### config.mk
export PLATFORM = sky130hd
export DESIGN_NAME = shot_sequencer
export DESIGN_NICKNAME = d
export VERILOG_FILES = /design/src/rtl/shot_seq_pkg.sv /design/src/rtl/shot_sequencer_channel.sv /design/src/rtl/shot_sequencer.sv
export SDC_FILE = /design/constraint.sdc
export NUM_CORES = 1
export LEC_CHECK = 0
export BUFFER_PORTS_ARGS = -buffer_cell sky130_fd_sc_hd__buf_4
export CORE_MARGIN = 1
export CORE_UTILIZATION = 35
export CTS_BUF_LIST = sky130_fd_sc_hd__clkbuf_2
export DETAILED_ROUTE_END_ITERATION = 10
export GPL_TIMING_DRIVEN = 0
export PLACE_DENSITY = 0.66
export REMOVE_ABC_BUFFERS = 1
export SYNTH_ARGS = -nofsm -noshare
export SYNTH_HDL_FRONTEND = slang
export SYNTH_SLANG_ARGS = --single-unit
export TNS_END_PERCENT = 20
### constraint.sdc
create_clock -name i_clk -period 2.26 [get_ports i_clk]
set_input_delay 0.113 -clock i_clk [delete_from_list [all_inputs] [get_ports i_clk]]
set_output_delay 0.113 -clock i_clk [all_outputs]
set_load 0.01 [all_outputs]
### src/rtl/shot_seq_pkg.sv
// Shared types and defaults for the shot sequencer.
// Contents: FSM state enum, default parameter values, and a helper that
// extracts one channel's delay from a packed delay bus.
package shot_seq_pkg;

    typedef enum logic [2:0] {
        IDLE,
        CHARGE,
        RUN,
        DONE,
        ABORT
    } state_e;

    localparam int unsigned DEF_N_CH          = 4;
    localparam int unsigned DEF_CNT_W         = 16;
    localparam int unsigned DEF_CHARGE_TICKS  = 8;
    localparam int unsigned DEF_HOLD_CLKS     = 3;
    localparam int unsigned DEF_TIMEOUT_TICKS = 65600;

    // Upper bounds for the generic delay extractor below.
    localparam int unsigned MAX_CNT_W = 32;
    localparam int unsigned MAX_BUS_W = 1024;

    // Returns bits [k*w +: w] of bus, zero-extended to MAX_CNT_W.
    function automatic logic [MAX_CNT_W-1:0] ch_delay(
        input logic [MAX_BUS_W-1:0] bus,
        input int unsigned          k,
        input int unsigned          w
    );
        logic [MAX_BUS_W-1:0] shifted;
        logic [MAX_CNT_W-1:0] mask;
        shifted = bus >> (k * w);
        mask    = ~({MAX_CNT_W{1'b1}} << w);
        return shifted[MAX_CNT_W-1:0] & mask;
    endfunction

endpackage

### src/rtl/shot_sequencer_channel.sv
// shot_channel: one output channel of the shot sequencer.
// Counts RUN ticks up to its delay, fires, holds its output for HOLD_CLKS
// clocks, then reports complete and stays quiet until re-armed.
// Ports:
//   clk_i, reset_i : clock, synchronous active-high reset
//   arm_i          : held during CHARGE; clears counter, presets complete
//   tick_i         : prescaler tick qualified with RUN
//   kill_i         : abort; drops the output immediately
//   en_i, delay_i  : shadowed enable and delay for this channel
//   out_o          : registered output / discharge drive
//   complete_o     : channel finished (or disabled)
module shot_channel
    import shot_seq_pkg::*;
#(
    parameter int unsigned CNT_W     = DEF_CNT_W,
    parameter int unsigned HOLD_CLKS = DEF_HOLD_CLKS
) (
    input  logic             clk_i,
    input  logic             reset_i,
    input  logic             arm_i,
    input  logic             tick_i,
    input  logic             kill_i,
    input  logic             en_i,
    input  logic [CNT_W-1:0] delay_i,
    output logic             out_o,
    output logic             complete_o
);

    logic [CNT_W-1:0] cnt_q;
    logic [3:0]       hold_q;
    logic             out_q;
    logic             complete_q;

    always_ff @(posedge clk_i) begin
        if (reset_i) begin
            cnt_q      <= '0;
            hold_q     <= '0;
            out_q      <= 1'b0;
            complete_q <= 1'b0;
        end else if (arm_i) begin
            // Disabled channels are complete before RUN starts.
            cnt_q      <= '0;
            hold_q     <= '0;
            out_q      <= 1'b0;
            complete_q <= ~en_i;
        end else if (kill_i) begin
            hold_q <= '0;
            out_q  <= 1'b0;
        end else if (out_q) begin
            if (hold_q == 4'd1) begin
                out_q      <= 1'b0;
                hold_q     <= '0;
                complete_q <= 1'b1;
            end else begin
                hold_q <= hold_q - 4'd1;
            end
        end else if (tick_i && !complete_q) begin
            if (cnt_q == delay_i) begin
                out_q  <= 1'b1;
                hold_q <= 4'(HOLD_CLKS);
            end else begin
                cnt_q <= cnt_q + 1'b1;
            end
        end
    end

    assign out_o      = out_q;
    assign complete_o = complete_q;

endmodule

### src/rtl/shot_sequencer.sv
// shot_sequencer: controls one firing cycle of the 4-channel delay generator.
// Start edge -> CHARGE for CHARGE_TICKS ticks -> RUN (per-channel delays and
// holds) -> DONE, or ABORT after TIMEOUT_TICKS RUN ticks.
// Ports:
//   i_clk, i_reset        : clock, synchronous active-high reset
//   i_tick                : one-cycle prescaler enable
//   i_start               : synchronised start level (rising edge starts)
//   i_ch_enable/i_ch_delay: configuration, shadowed at start
//   o_charge              : first-charge drive
//   o_out, o_discharge    : per-channel pulses (identical)
//   o_busy                : not IDLE
//   o_done, o_timeout     : one-cycle completion / abort pulses
module shot_sequencer
    import shot_seq_pkg::*;
#(
    parameter int unsigned N_CH          = DEF_N_CH,
    parameter int unsigned CNT_W         = DEF_CNT_W,
    parameter int unsigned CHARGE_TICKS  = DEF_CHARGE_TICKS,
    parameter int unsigned HOLD_CLKS     = DEF_HOLD_CLKS,
    parameter int unsigned TIMEOUT_TICKS = DEF_TIMEOUT_TICKS
) (
    input  logic                  i_clk,
    input  logic                  i_reset,
    input  logic                  i_tick,
    input  logic                  i_start,
    input  logic [N_CH-1:0]       i_ch_enable,
    input  logic [N_CH*CNT_W-1:0] i_ch_delay,
    output logic                  o_charge,
    output logic [N_CH-1:0]       o_out,
    output logic [N_CH-1:0]       o_discharge,
    output logic                  o_busy,
    output logic                  o_done,
    output logic                  o_timeout
);

    localparam int unsigned TICK_MAX = (CHARGE_TICKS > TIMEOUT_TICKS) ? CHARGE_TICKS : TIMEOUT_TICKS;
    localparam int unsigned TICK_W   = $clog2(TICK_MAX + 1);

    state_e                state_q, state_d;
    logic [TICK_W-1:0]     tick_cnt_q, tick_cnt_d;
    logic [N_CH-1:0]       en_sh_q, en_sh_d;
    logic [N_CH*CNT_W-1:0] dly_sh_q, dly_sh_d;
    logic                  prev_start_q;
    logic                  charge_q, busy_q, done_q, timeout_q;

    logic                  start_edge;
    logic                  all_complete;
    logic                  ch_arm, ch_tick, ch_kill;
    logic [N_CH-1:0]       ch_out, ch_complete;

    assign start_edge   = i_start & ~prev_start_q;
    assign all_complete = &ch_complete;
    assign ch_arm       = (state_q == CHARGE);
    assign ch_tick      = (state_q == RUN) && i_tick;
    assign ch_kill      = (state_q == RUN) && (state_d == ABORT);

    always_comb begin
        state_d    = state_q;
        tick_cnt_d = tick_cnt_q;
        en_sh_d    = en_sh_q;
        dly_sh_d   = dly_sh_q;
        unique case (state_q)
            IDLE: begin
                if (start_edge && (|i_ch_enable)) begin
                    en_sh_d    = i_ch_enable;
                    dly_sh_d   = i_ch_delay;
                    tick_cnt_d = '0;
                    state_d    = CHARGE;
                end
            end
            CHARGE: begin
                if (i_tick) begin
                    if (tick_cnt_q == TICK_W'(CHARGE_TICKS - 1)) begin
                        tick_cnt_d = '0;
                        state_d    = RUN;
                    end else begin
                        tick_cnt_d = tick_cnt_q + 1'b1;
                    end
                end
            end
            RUN: begin
                // Completion is checked first so it wins over a coincident timeout.
                if (all_complete) begin
                    state_d = DONE;
                end else if (i_tick) begin
                    if (tick_cnt_q == TICK_W'(TIMEOUT_TICKS - 1)) begin
                        state_d = ABORT;
                    end else begin
                        tick_cnt_d = tick_cnt_q + 1'b1;
                    end
                end
            end
            DONE:    state_d = IDLE;
            ABORT:   state_d = IDLE;
            default: state_d = IDLE;
        endcase
    end

    always_ff @(posedge i_clk) begin
        if (i_reset) begin
            state_q      <= IDLE;
            tick_cnt_q   <= '0;
            en_sh_q      <= '0;
            dly_sh_q     <= '0;
            prev_start_q <= 1'b1;
            charge_q     <= 1'b0;
            busy_q       <= 1'b0;
            done_q       <= 1'b0;
            timeout_q    <= 1'b0;
        end else begin
            state_q      <= state_d;
            tick_cnt_q   <= tick_cnt_d;
            en_sh_q      <= en_sh_d;
            dly_sh_q     <= dly_sh_d;
            prev_start_q <= i_start;
            charge_q     <= (state_d == CHARGE);
            busy_q       <= (state_d != IDLE);
            done_q       <= (state_d == DONE);
            timeout_q    <= (state_d == ABORT);
        end
    end

    for (genvar k = 0; k < N_CH; k++) begin : g_ch
        logic [CNT_W-1:0] delay_k;
        assign delay_k = CNT_W'(ch_delay(MAX_BUS_W'(dly_sh_q), k, CNT_W));

        shot_channel #(
            .CNT_W    (CNT_W),
            .HOLD_CLKS(HOLD_CLKS)
        ) u_ch (
            .clk_i     (i_clk),
            .reset_i   (i_reset),
            .arm_i     (ch_arm),
            .tick_i    (ch_tick),
            .kill_i    (ch_kill),
            .en_i      (en_sh_q[k]),
            .delay_i   (delay_k),
            .out_o     (ch_out[k]),
            .complete_o(ch_complete[k])
        );
    end

    assign o_charge    = charge_q;
    assign o_out       = ch_out;
    assign o_discharge = ch_out;
    assign o_busy      = busy_q;
    assign o_done      = done_q;
    assign o_timeout   = timeout_q;

endmodule

==> metrics.txt <==
vias in the first global route=6,981; Die Y=158 um; commonest non-fill, non-tap cell in the layout=nand2_1; syn avg cell area=8.22 um2; cell area power density=503 mW/mm2; asr flop ratio synth=0%; Setup Skew=45.9 ps; CP max stage cell=or4_4; Netlist cell types=58; cell taking the most area after synthesis=dfxtp_1; min cycle time layout=2410 ps; clock root buffer=clkbuf_2; TritonCTS clock tree=done; mean routed wirelength per cell=14.0 um; DIE AREA=0.0250 mm2; largest family of logic cells by synthesized area=simple AND/OR/NAND/NOR gates; number of synthesized flops with an enable pin=0; Placed Cells=1,384; Worst Hold Class=in2reg; DIE WIDTH=158 um; achievable clock frequency=416 MHz; CP Launch Type=register; vias=7,615; Skew-Pair Late Insertion Delay=750 ps; Yosys top cell area share=42.5%; CTS max path bufs=2; CP delay by family, top=simple AND/OR/NAND/NOR gates; synthesized area=0.00853 mm2; GP Congestion=0.831; worst vdd ir=0.000245 V; post-route cell area=0.0107 mm2; xor-xnor portion of the synthesized cell area=10.6%; final worst-path cycle share=106%; ys flop type=dfxtp_1; sequential share of the synthesized area=42.5%; Detailed Route WL=21.1 mm; post-synthesis adder-cell area fraction=1.91%; fin nets=1,261; Clock transition at path regs=270 ps; maximum capacitance violations=0; Compound-Gate Fraction of Synth Area=13.3%; first-pass GRT wire length=34.4 mm; Detailed Route Iter0 Violations=392; WS Path Type=reg2reg; final setup TNS=-4150 ps; TritonRoute pass-1 iters=6; GRT Overall Usage=17.1%; mux cell area share after synthesis=0.821%; IO Port Bufs=83; most frequent cells in the layout=nand2_1, dfxtp_1, a21oi_1; worst setup margin=-146 ps; CORE AREA=0.0237 mm2; fill count=2,372; critical-path cell list=or4_4 > or4_4 > o21ai_4 > buf_12 > buf_12 > nor4_4 > a21o_1 > a21oi_1; Ys Warns=0; CP max stage delay=620 ps; Starting Density=36.0%; P_leak=4.01 nW; post-synthesis cell count=1,038; Place WS=-585 ps; post-synthesis share of cell area spent on and, or, nand and nor gates=26.7%; violated checks=negative setup slack; I/O pin count=84; drc violations=0; FP Rows=56; worst path bufs/invs=2; Worst Max-Slew Pin Slew=984 ps; cts bufs inserted=17; CTS sink count=181; required time of the critical path=2950 ps; crit path DAT=3100 ps; utilization after layout=45.3%; Area Growth Syn to Fin=25.7%; Final Hold Viols=0; synth top area cells=dfxtp_1, nand2_1, a21oi_1; H-tree levels=4; final setup vio count=59; FF-to-FF setup slack=-150 ps; RSZ-0062 raised after global routing=yes; flops & latches, synth=181; initial antenna violation count=1; Worst Path Max Fanout=6; Post-DP Area=0.00939 mm2; Layout Cells excl Fill=1,510; pins over their slew limit=0; critical path capture point type=register; DP Wirelength=13.7 mm; vias per inst=5.04; Routed Antenna Nets=0; grt total ovfl=0; largest net degree at the start of global routing=90; outcome=complete, but fails checks; worst rel slew slack=34.4%; share of cells above drive strength 1=16.5%
==> cells in the mapped netlist (2+ instances only) <==
| cell type | n |
|---|---|
| a211oi_1 | 11 |
| a21o_1 | 3 |
| a21oi_1 | 111 |
| a221oi_1 | 4 |
| a31o_1 | 3 |
| a31o_2 | 4 |
| a31oi_1 | 7 |
| a41o_1 | 2 |
| and2_1 | 7 |
| and3_1 | 14 |
| and4_1 | 10 |
| buf_1 | 4 |
| buf_2 | 2 |
| buf_4 | 10 |
| buf_6 | 2 |
| clkbuf_1 | 45 |
| dfxtp_1 | 181 |
| ha_1 | 13 |
| inv_1 | 18 |
| mux2i_1 | 7 |
| nand2_1 | 183 |
| nand2b_1 | 6 |
| nand3_1 | 34 |
| nand4_1 | 36 |
| nand4b_1 | 5 |
| nor2_1 | 85 |
| nor2b_1 | 4 |
| nor3_1 | 18 |
| nor3b_1 | 5 |
| nor4_1 | 14 |
| nor4_2 | 2 |
| o2111ai_2 | 2 |
| o211ai_1 | 6 |
| o21ai_0 | 16 |
| o21ai_1 | 8 |
| o31ai_1 | 4 |
| or2_2 | 2 |
| or3_1 | 21 |
| or4_1 | 7 |
| or4_4 | 3 |
| xnor2_1 | 50 |
| xor2_1 | 53 |
==> registers in the layout, summed over array words and instances (netlist names) <==
| name | flops |
|---|---|
| o_done | 1 |
| o_timeout | 1 |
| o_charge | 1 |
| dly_sh_q | 64 |
| prev_start_q | 1 |
| g_ch.u_ch.hold_q | 16 |
| g_ch.u_ch.complete_o | 4 |
| g_ch.u_ch.out_o | 4 |
| en_sh_q | 4 |
| o_busy | 1 |
| tick_cnt_q | 17 |
| state_q | 3 |
| g_ch.u_ch.cnt_q | 64 |
==> logic make-up after synthesis <==
family | count (synthesis)
AOI/OAI and AO/OA | 190
adders and majority gates | 13
muxes | 7
and+or+nand+nor | 463
buffers and inverters | 81
xor gates and xnor gates | 103
DFF | 181
==> final timing paths <==
kind | start | endpoint | depth (start not counted)
setup / recovery | tick_cnt_q[7] | g_ch[2].u_ch.cnt_q[11] | 8
hold / removal | i_ch_delay[22] | dly_sh_q[22] | 4
setup reg to reg | tick_cnt_q[7] | g_ch[2].u_ch.cnt_q[11] | 8
hold reg to reg | en_sh_q[3] | g_ch[3].u_ch.complete_o | 1
==> worst register-to-register path, cell delays in order, from the launching register on <==
cell and delay [ps]:
dfxtp_2 390, or4_4 580, or4_4 620, o21ai_4 170, buf_12 150, buf_12 120, nor4_4 60, a21o_1 200
a21oi_1 110
==> per-layer routing <==
metal  wire length (um)  vias to the layer above  track usage [%]
met5                  0                        -                0
li1                   -                     3896                -
met3                711                       14             2.82
met4                166                        0             4.12
met2               9990                      141             28.0
met1              10200                     3564             23.4
==> power breakdown <==
| part | switching [mW] | total [mW] | internal, mW |
|---|---|---|---|
| Sequential | 0.0378 | 3.29 | 3.25 |
| Combinational | 0.322 | 0.619 | 0.297 |
| Clock | 1.10 | 1.49 | 0.395 |
==> stage by stage <==
step / total power, mW / hold WS [ps]
after floorplan: 3.57 / 182
after global placement: 3.79 / 348
after detailed placement: 3.81 / 354
after CTS: 5.42 / 78.7
after global routing: 5.65 / 67.4
final: 5.40 / 127
==> area by class of cell <==
class,count,area [um2],area share (%)
multi-input cells,778,4790,44.6
inverters,18,67.6,0.630
flip-flops and latches,181,3640,33.9
well taps,319,399,3.72
diodes,2,5.00,0.0467
clock buffers,21,105,0.980
repair buffers,180,1640,15.3
clock inverters,11,86.3,0.805
==> repair_timing <==
action	CTS	global route
pin swaps	13	19
resized for setup	31	23
buffers inserted	9	10
endpoints found under the hold margin	75	0
cloned	1	1
hold buffers	71	0
endpoints found under the setup margin	100	120
No activity file was read; power rests on OpenSTA's default activity.
